$ cat src/rtl/score_digit_scanner.sv
`default_nettype none
// ============================================================================
// Module   : score_digit_scanner
// Purpose  : 4-digit BCD score counter with time-multiplexed 7-segment scan.
// Revision : 1.0  initial release
// ============================================================================
module score_digit_scanner #(
   parameter int SCAN_DIV = 50000,
   parameter int BLANK_LZ = 1
) (
   input  logic        clk,
   input  logic        rst_n,
   input  logic        inc,
   input  logic        clear,
   input  logic        freeze,
   output logic [3:0]  digit_bcd,
   output logic [3:0]  anode,
   output logic [15:0] score_bcd,
   output logic        sat
);

   localparam int                 c_CNT_W    = (SCAN_DIV > 1) ? $clog2(SCAN_DIV) : 1;
   localparam logic [c_CNT_W-1:0] c_CNT_LAST = c_CNT_W'(SCAN_DIV - 1);

   logic [15:0]        r_score;
   logic               r_sat;
   logic [c_CNT_W-1:0] r_cnt;
   logic [1:0]         r_idx;

   logic [15:0]        w_score_inc;
   logic               w_carry;
   logic [3:0]         w_blank;
   logic [3:0]         w_digit;

   // Ripple carry across all four digits settles within one cycle.
   always_comb begin
      w_score_inc = r_score;
      w_carry     = 1'b1;
      for (int k = 0; k < 4; k++) begin
         if (w_carry) begin
            if (r_score[4*k +: 4] == 4'd9) begin
               w_score_inc[4*k +: 4] = 4'd0;
            end else begin
               w_score_inc[4*k +: 4] = r_score[4*k +: 4] + 4'd1;
               w_carry               = 1'b0;
            end
         end
      end
   end

   always_ff @(posedge clk or negedge rst_n) begin
      if (!rst_n) begin
         r_score <= 16'h0000;
         r_sat   <= 1'b0;
      end else if (clear) begin
         r_score <= 16'h0000;
         r_sat   <= 1'b0;
      end else if (freeze || r_sat) begin
         r_score <= r_score;
         r_sat   <= r_sat;
      end else if (inc) begin
         r_score <= w_score_inc;
         r_sat   <= (w_score_inc == 16'h9999);
      end
   end

   always_ff @(posedge clk or negedge rst_n) begin
      if (!rst_n) begin
         r_cnt <= '0;
         r_idx <= 2'd0;
      end else if (r_cnt == c_CNT_LAST) begin
         r_cnt <= '0;
         r_idx <= r_idx + 2'd1;
      end else begin
         r_cnt <= r_cnt + c_CNT_W'(1);
      end
   end

   // Digit k is a leading zero when it and every more significant digit are zero.
   assign w_blank[0] = 1'b0;
   generate
      for (genvar k = 1; k < 4; k++) begin : g_blank
         assign w_blank[k] = (BLANK_LZ != 0) && (r_score[15:4*k] == '0);
      end
   endgenerate

   always_comb begin
      w_digit = r_score[3:0];
      case (r_idx)
         2'd0:    w_digit = r_score[3:0];
         2'd1:    w_digit = r_score[7:4];
         2'd2:    w_digit = r_score[11:8];
         default: w_digit = r_score[15:12];
      endcase
   end

   assign digit_bcd = w_blank[r_idx] ? 4'd0    : w_digit;
   assign anode     = w_blank[r_idx] ? 4'b1111 : ~(4'b0001 << r_idx);
   assign score_bcd = r_score;
   assign sat       = r_sat;

endmodule
`default_nettype wire

$ cat config.mk
export PLATFORM = sky130hd
export DESIGN_NAME = score_digit_scanner
export DESIGN_NICKNAME = d
export VERILOG_FILES = /design/src/rtl/score_digit_scanner.sv
export SDC_FILE = /design/constraint.sdc
export NUM_CORES = 1
export LEC_CHECK = 0
export ABC_AREA = 1
export CAP_MARGIN = 20
export CORE_ASPECT_RATIO = 0.9
export CORE_MARGIN = 5
export CORE_UTILIZATION = 35
export DETAILED_ROUTE_END_ITERATION = 12
export SETUP_SLACK_MARGIN = 0.4
export SLEW_MARGIN = 20
export SYNTH_ARGS = -nofsm -noshare
export SYNTH_HDL_FRONTEND = slang
export SYNTH_SLANG_ARGS = --single-unit
$ cat constraint.sdc
create_clock -name clk -period 2 [get_ports clk]
set_clock_uncertainty 0.1 [all_clocks]
set_input_delay 0.2 -clock clk [delete_from_list [all_inputs] [get_ports clk]]
set_output_delay 0.2 -clock clk [all_outputs]
set_load 0.01 [all_outputs]
# Yosys cells after proc, flatten, opt, wreduce, memory -nomap -nowiden

Cells that the tools add are included.

Register bits: 35

Bitwise operators: 1
Shift-type cells: 1
Multiplexer cells: 24
Add/subtract/negate cells: 6
Order comparisons: 1
Eq/ne operators: 9
Reduce and logical (&&, ||, !) cells: 7

Operator list:

| kind                                                | count |
|---|---|
| 2-to-1 mux 16 bit                                   | 4 |
| 2-to-1 mux 4 bit                                    | 9 |
| == test 16 bit (second input constant)              | 2 |
| adder 16 x 1 -> 16 bit (second input constant)      | 1 |
| adder 4 x 1 -> 4 bit (second input constant)        | 4 |
| == test 4 bit (second input constant)               | 4 |
| logical NOT 12 bit                                  | 1 |
| case mux 4 bit (3 select lines)                     | 1 |
| 2-to-1 mux 1 bit                                    | 9 |
| logical NOT 8 bit                                   | 1 |
| logical NOT 4 bit                                   | 1 |
| inverter 4 bit                                      | 1 |
| left shift 1 x 2 -> 4 bit (first input constant)    | 1 |
| < comparator 2 x 3 -> 1 bit (second input constant) | 1 |
| adder 2 x 1 -> 2 bit (second input constant)        | 1 |
| binary-select mux 1 bit (select 2 bit)              | 1 |
| == test 2 x 1 -> 1 bit (second input constant)      | 1 |
| == test 2 bit (second input constant)               | 1 |
| logical NOT 2 bit                                   | 1 |
| != test 2 bit (second input constant)               | 1 |
| AND reduction 2 bit                                 | 1 |
| nonzero test 2 bit                                  | 1 |
| logical OR 1 bit                                    | 1 |

# Logic depth before layout (Yosys ltp)

Gate-level depths: netlist (run 1).

Word-level depth: 9
Mapped depth: 12
Gate-level depth less buffers: 12

# Worst setup path after synthesis (run 1)

OpenSTA, ideal clock, no wires.

Kind: reg2out
Start: register r_idx[0]
End: output port digit_bcd[0]
Stages on the path, launching flop included: 7
Required time: 1700 ps
Path slack: 461 ps
Buffers on the path: 0
Arrival: 1239 ps
Cells stage by stage: dfrtp_1 -> inv_1 -> ha_1 -> nand2_1 -> nand2_1 -> a211oi_1 -> a221oi_1

Longest elaborated chain between the ends: 3

RTL lines:

| what                                                                       | RTL line | text |
|---|---|---|
| from (decl)                                                                | 28       | `logic [1:0] r_idx;` |
| from (signal assigned)                                                     | 73       | `r_idx <= r_idx + 2'd1;` |
| == test 2 bit (tied with other cells)                                      | 89       | `case (r_idx)` |
| case mux 4 bit (3 select lines) / 2-to-1 mux 1 bit (equally long branches) | 89, 97   |  |
| 2-to-1 mux 4 bit (*)                                                       | 97       | `assign digit_bcd = w_blank[r_idx] ? 4'd0 : w_digit;` |
| to (decl)                                                                  | 16       | `output logic [3:0] digit_bcd,` |

Every way passes the cells marked *; elsewhere a longest branch is shown, timed or not. The select of a mux whose other input is x is not followed.

# Final worst setup path (run 1)

Same ends and word-level chain as after synthesis.

==> results.py, run 1 <==
metrics = {
    "route": {
        "dr.pass1.iters": 5,
        "ant_nets": 0,
        "finalWirelength_mm": 7.28,
        "vias": 2553,
        "drt-initial-drc-count": 187,
        "wl_per_cell_um": 14.3,
        "via_per_inst": 5.02,
        "route.detailed.drc": 0,
    },
    "synthesis": {
        "syn_inst": 320,
        "synth_ff_type": "dfrtp_1",
        "synth_fa_ha_area_share_pct": 2.77,
        "synth_commonest_cells": "nand2_1, inv_1, dfrtp_1, nor2_1, nand3_1",
        "syn_area_um2": 2250,
        "synth_top_area_share_pct": 38.8,
        "yosysWarnings": 0,
        "synthXorXnorAreaFrac_pct": 2.33,
        "yosysUniqueCellTypes": 30,
        "async_flop_share_pct": 100,
        "post-synth-top-count-cell": "nand2_1",
        "avgSynthCellArea_um2": 7.05,
        "synth_top_cell_by_area": "dfrtp_1",
        "synth_top_family_by_area": "simple AND/OR/NAND/NOR gates",
        "syn_nets": 330,
        "yosys_register_bits": 35,
        "synthSimpleGateAreaFrac_pct": 35.5,
        "ys_top_cells_by_area": "dfrtp_1, nand2_1, inv_1",
        "synth_mux_area_share_pct": 0,
        "synth-seq-area-share_pct": 38.8,
        "synth_compound_area_share_pct": 12.2,
        "synth_edf_count": 0,
    },
    "final_layout": {
        "diodes": 0,
        "area_growth_pct": 58.0,
        "seq_area_um2": 881,
        "multiInputGateArea_um2": 1450,
        "drive_above_1_share_pct": 40.5,
        "fill_cells": 567,
        "layout.nets": 431,
    },
    "cts": {
        "clk_path_buf_depth": 2,
        "cts_tree": "done",
        "cts_buffers": 5,
        "hold_buffers": 0,
        "clkLatencyLatePin_ns": 0.30,
        "cts_root_buf": "clkbuf_8",
        "cts_htree_levels": 2,
        "clk_pin_slew_worst_paths_ns": 0.09,
        "numClockSinks": 35,
    },
    "hold_path": {
        "hold_class": "in2async",
    },
    "placed_design": {
        "place_ws_ns": -0.0760,
        "hpwl_mm": 4.78,
        "buffer_ports.inserted": 29,
        "place_congestion": 0.876,
    },
    "floorplanning": {
        "die_x_um": 94.6,
        "fp-row-count": 27,
        "core_region_area_um2": 6180,
        "num_io_pins": 30,
        "die-area_um2": 8150,
        "die_h_um": 86.1,
        "start_util_pct": 36.5,
    },
    "timing": {
        "period_minus_slack_ns": 1.90,
        "hold_viol": 0,
        "setup_viol": 0,
        "worst_slew_pin_slew_ns": 0.359,
        "fmax_ghz": 0.527,
        "worst_slack_ns": 0.101,
        "slew_violations": 0,
        "relSlewSlack_pct": 75.8,
        "grt_setup_unrepaired": "yes",
        "layout_worst_path_cycle_share_pct": 94.9,
    },
    "setup_path": {
        "worstPathMaxFanout": 6,
        "regToRegEndpoint": "sat",
        "worst_path_most_repeated_cell": "buf_6",
        "r2r_cells": 12,
        "crit_arrival_ns": 1.60,
        "slowest_delay_ns": 0.47,
        "end_kind": "output pin",
        "reg2reg_slack_ns": 0.34,
        "crit_path_cell_trace": "buf_6 -> ha_4 -> buf_6 -> a211oi_2 -> a221oi_2 -> buf_2",
        "worstSetupPathType": "reg2out",
        "slowest_stage": "dfrtp_2",
        "endpoint": "digit_bcd[0]",
        "cp-start-kind": "flip-flop",
        "timing.rr.start": "score_bcd[6]",
        "cp_data_required_time_ns": 1.70,
        "crit_path_start": "r_idx[0]",
    },
    "power_and_ir_drop": {
        "irDropWorstVdd_mv": 0.519,
        "pwr-share-clk_pct": 39.2,
        "p_leak_nw": 1.77,
        "power.density_nw_per_um2": 493,
        "comb_power_share_pct": 18.4,
        "p_seq_share_pct": 42.4,
        "p_switching_w": 0.000505,
        "internal_power_w": 0.00125,
        "power_w": 0.00175,
        "switching_share_pct": 28.8,
    },
    "global_route": {
        "antenna_found_initial": 0,
        "grt_pass1_wl_mm": 11.7,
        "overflow": 0,
        "first_global_vias": 2371,
        "grt_usage_pct": 18.1,
        "grt_max_degree": 36,
    },
    "run": {
        "max_cap_viol_count": 0,
    },
    "run_status": {
        "outcome": "completed",
    },
}
-- per-stage QoR --
stage | hold slack, ns | utilization, % | setup TNS [ns] | instances | instance area [µm²]
2_1_floorplan | -0.196 | - | 0 | 320 | 2250
3_3_place_gp | 0.350 | 47.0 | -0.0633 | 467 | 2910
3_5_place_dp | 0.359 | 47.0 | -0.154 | 467 | 2910
4_1_cts | 0.178 | 52.1 | 0 | 491 | 3220
5_1_grt | 0.176 | 57.6 | 0 | 509 | 3560
6_report | 0.166 | 57.6 | 0 | 509 | 3560
-- layout by cell type, fill, tap and decap left out, types with 9 or more instances in the layout --
| cell type | synthesis | routed |
|---|---|---|
| inv_2 | 5 | 12 |
| dlygate4sd2_1 | 0 | 14 |
| nand2_1 | 90 | 70 |
| nand2_2 | 8 | 24 |
| buf_4 | 0 | 57 |
| inv_1 | 41 | 29 |
| nor2_1 | 35 | 27 |
| o21ai_0 | 17 | 14 |
| dfrtp_1 | 35 | 31 |
| nand3_1 | 22 | 19 |
| buf_6 | 0 | 9 |
-- worst min-delay path by stage --
stage / startpoint / end / cells past startpoint
after CTS: rst_n / r_cnt[6] / 2
final: rst_n / r_cnt[5] / 2
after floorplan: rst_n / r_cnt[0] / 0
after global routing: rst_n / r_cnt[6] / 2
after detailed placement: r_cnt[0] / r_cnt[0] / 1
after global placement: r_cnt[0] / r_cnt[0] / 1
-- area by class of cell --
| class | instances | share of cell area, % |
|---|---|---|
| repair inverters | 1 | 0.211 |
| multi-input cells | 235 | 40.8 |
| clock buffers | 5 | 1.93 |
| clock inverters | 3 | 1.33 |
| flip-flops and latches | 35 | 24.7 |
| repair buffers | 95 | 22.4 |
| inverters | 48 | 5.55 |
| well taps | 87 | 3.06 |
-- kinds of logic (layout without fill, tap and decap cells) --
| logic type | count (synthesis) | after routing |
|---|---|---|
| AO/OA/AOI/OAI | 46 | 46 |
| XOR/XNOR | 6 | 6 |
| adder cells (fa/ha/maj) | 5 | 5 |
| buffers and inverters | 50 | 152 |
| flip-flops | 35 | 35 |
| AND/OR/NAND/NOR | 178 | 178 |
-- sequential cells by signal, summed over array words and instances, names as in the netlist --
signal	cells
r_cnt	16
r_idx	2
sat	1
score_bcd	16
-- repair_timing --
item	in CTS	in global routing
gates resized for setup	89	62
buffers inserted	16	17
setup endpoints to repair	37	25
cloned	0	1
pin swaps	18	28
-- worst max-delay path: cells and delay by family, from the launching register on --
family	cells	cell delay (ns)
adder cells (fa/ha/maj)	1	0.18
flip-flops	1	0.47
AO/OA/AOI/OAI	2	0.22
buffers and inverters	3	0.43
-- per-layer routing --
metal  track usage [%]  routed length [µm]  vias to the layer above
met2              27.8                3420                      108
li1                  -                   -                     1249
met5                 0                   0                        -
met3              3.33                 482                       13
met1              25.7                3260                     1183
met4              5.37                 119                        0
-- power groups by stage --
stage	logic (W)	clock network, W	registers, W
after floorplan	0.000108	0	0.000772
after global placement	0.000265	0	0.000763
after detailed placement	0.000269	0	0.000762
after CTS	0.000274	0.000694	0.000745
after global routing	0.000356	0.000735	0.000748
final	0.000323	0.000688	0.000744
Note: power is estimated with default switching activity, not from simulation.
==> inputs of run 2 (changes only) <==
--- a/config.mk
+++ b/config.mk
@@ -13,2 +13,4 @@
 export DETAILED_ROUTE_END_ITERATION = 12
+export PLACE_DENSITY_LB_ADDON = 0.05
+export REMOVE_ABC_BUFFERS = 1
 export SETUP_SLACK_MARGIN = 0.4
==> constraint.sdc (replaced) <==
create_clock -name clk -period 2 [get_ports clk]
set_clock_uncertainty 0.1 [all_clocks]
set_input_delay 0.4 -clock clk [delete_from_list [all_inputs] [get_ports clk]]
set_output_delay 0.4 -clock clk [all_outputs]
set_load 0.01 [all_outputs]
==> results.py, run 2 (same netlist as run 1, synthesis figures left out) <==
metrics = {
    "run_status": {
        "outcome": "finished, violations left",
        "violations": "negative setup slack",
    },
    "global_route": {
        "grt_use_met3_pct": 4.04,
        "antenna_found_initial": 0,
        "first_global_vias": 2572,
        "grt_pass1_wl_mm": 12.2,
        "grtUsageMet2_pct": 28.0,
        "grt_usage_pct": 19.1,
        "overflow": 0,
        "top_usage_layer": "met2",
        "grt_max_degree": 18,
        "gr-usage-met1_pct": 27.8,
    },
    "placed_design": {
        "dp_cells": 476,
        "hpwl_mm": 5.24,
        "buffer_ports.inserted": 29,
        "place_area_um2": 2970,
        "place_congestion": 0.918,
    },
    "setup_path": {
        "cp_data_required_time_ns": 1.50,
        "end_kind": "output pin",
        "crit_path_start": "score_bcd[14]",
        "timing.rr.start": "score_bcd[2]",
        "crit_arrival_ns": 1.60,
        "worstSetupPathType": "reg2out",
        "cp-start-kind": "flip-flop",
        "worstPathMaxFanout": 3,
    },
    "final_layout": {
        "fin_cells": 525,
        "fill_cells": 556,
        "layout.nets": 447,
        "final_cell_mix": "buf_4, nand2_1, nand2_2, dfrtp_1, inv_1",
        "fin_util_pct": 62.5,
        "layout_commonest_cell": "buf_4",
        "stdcell_area_um2": 3860,
        "area_growth_pct": 71.4,
        "drive_above_1_share_pct": 50.7,
        "diodes": 0,
    },
    "timing": {
        "grt_setup_unrepaired": "yes",
        "setup_viol": 5,
        "fmax_ghz": 0.476,
        "period_minus_slack_ns": 2.10,
        "layout_worst_path_cycle_share_pct": 105,
        "relSlewSlack_pct": 73.3,
        "hold_viol": 0,
        "slew_violations": 0,
        "worst_slack_ns": -0.101,
        "worst_slew_pin_slew_ns": 0.400,
    },
    "route": {
        "finalWirelength_mm": 7.72,
        "via_per_inst": 4.93,
        "drt-initial-drc-count": 171,
        "vias": 2589,
        "dr.pass1.iters": 4,
        "ant_nets": 0,
        "wl_per_cell_um": 14.7,
        "route.detailed.drc": 0,
    },
    "floorplanning": {
        "core_region_area_um2": 6180,
        "fp-row-count": 27,
        "die-area_um2": 8150,
        "die_x_um": 94.6,
        "start_util_pct": 36.5,
        "num_io_pins": 30,
        "die_h_um": 86.1,
    },
    "power_and_ir_drop": {
        "internal_power_w": 0.00134,
        "p_switching_w": 0.000509,
        "power.density_nw_per_um2": 480,
        "p_seq_share_pct": 39.9,
        "switching_share_pct": 27.5,
        "p_leak_nw": 1.88,
        "pwr-share-clk_pct": 37.2,
        "irDropWorstVdd_mv": 0.482,
        "comb_power_share_pct": 22.9,
    },
    "cts": {
        "cts_htree_levels": 2,
        "clk_path_buf_depth": 2,
        "clk_pin_slew_worst_paths_ns": 0.08,
        "cts_root_buf": "clkbuf_8",
        "clkLatencyLatePin_ns": 0.29,
        "cts_buffers": 5,
        "numClockSinks": 35,
        "cts_tree": "done",
    },
    "hold_path": {
        "hp-start": "r_cnt[5]",
        "hold_class": "reg2reg",
    },
    "run": {
        "max_cap_viol_count": 0,
    },
}
-- run 2: cell types whose count changed in the layout (fill, tap and decap cells not counted), moves of 5 or more --
cell / before / now
clkdlybuf4s15_1: 0 / 5
nand2_1: 70 / 56
clkbuf_2: 0 / 7
buf_6: 9 / 27
nand2_2: 24 / 32
dlygate4sd2_1: 14 / 2
nand2_4: 4 / 10
-- run 2: power by group through the flow --
stage / Combinational, W / Clock [W] / Sequential [W]
floorplan: 0.000107 / 0 / 0.000772
global placement: 0.000278 / 0 / 0.000761
detailed placement: 0.000278 / 0 / 0.000760
CTS: 0.000381 / 0.000703 / 0.000737
global route: 0.000464 / 0.000739 / 0.000742
finish: 0.000425 / 0.000689 / 0.000740
-- run 2: critical path, stage by stage (launching register included) --
cell and delay, ns:
dfrtp_1 0.39, inv_1 0.08, nand4_1 0.15, a21oi_2 0.19
nand2_2 0.10, buf_4 0.15, nand2_2 0.05, a31oi_2 0.04
buf_2 0.15
-- run 2: what timing repair did --
item	in CTS	in global routing
gates cloned	0	0
buffers inserted	30	10
hold buffers	1	0
gates resized for setup	144	90
endpoints found under the hold margin	15	0
pin swaps	31	39
setup endpoints to repair	36	40
-- run 2: final cells by class --
class	count	area, µm²	share of cell area [%]
tap	87	109	2.82
inverter	48	200	5.18
sequential	35	880	22.8
multi-input combinational	235	1610	41.5
clock buffer	6	82.6	2.14
clock inverter	2	38.8	1.00
timing repair buffer	112	950	24.6
-- run 2: routing by layer --
metal  vias up  share of wire [%]
met1      1204                 47
met5         -                  0
li1       1284                  -
met3         7                6.3
met4         0               0.98
met2        94                 46
-- run 2: per-stage QoR --
stage	total power, W	setup TNS, ns	worst slack (ns)	hold WS [ns]
2_1_floorplan	0.000878	0	0.261	0.00441
4_1_cts	0.00182	-0.237	-0.0679	0.367
3_3_place_gp	0.00104	-1.40	-0.269	0.252
3_5_place_dp	0.00104	-1.62	-0.290	0.251
6_report	0.00185	-0.360	-0.101	0.426
5_1_grt	0.00195	-1.02	-0.193	0.447
-- run 2: worst paths after layout --
kind	to	slack, ns	cells after the start
worst max-delay path	digit_bcd[2]	-0.10	8
worst min-delay path	r_cnt[5]	0.43	1
worst max register to register	sat	0.29	12
worst min register to register	r_cnt[5]	0.43	1
max in group asynchronous	r_cnt[3]	0.82	3
min in group asynchronous	r_cnt[0]	0.46	2
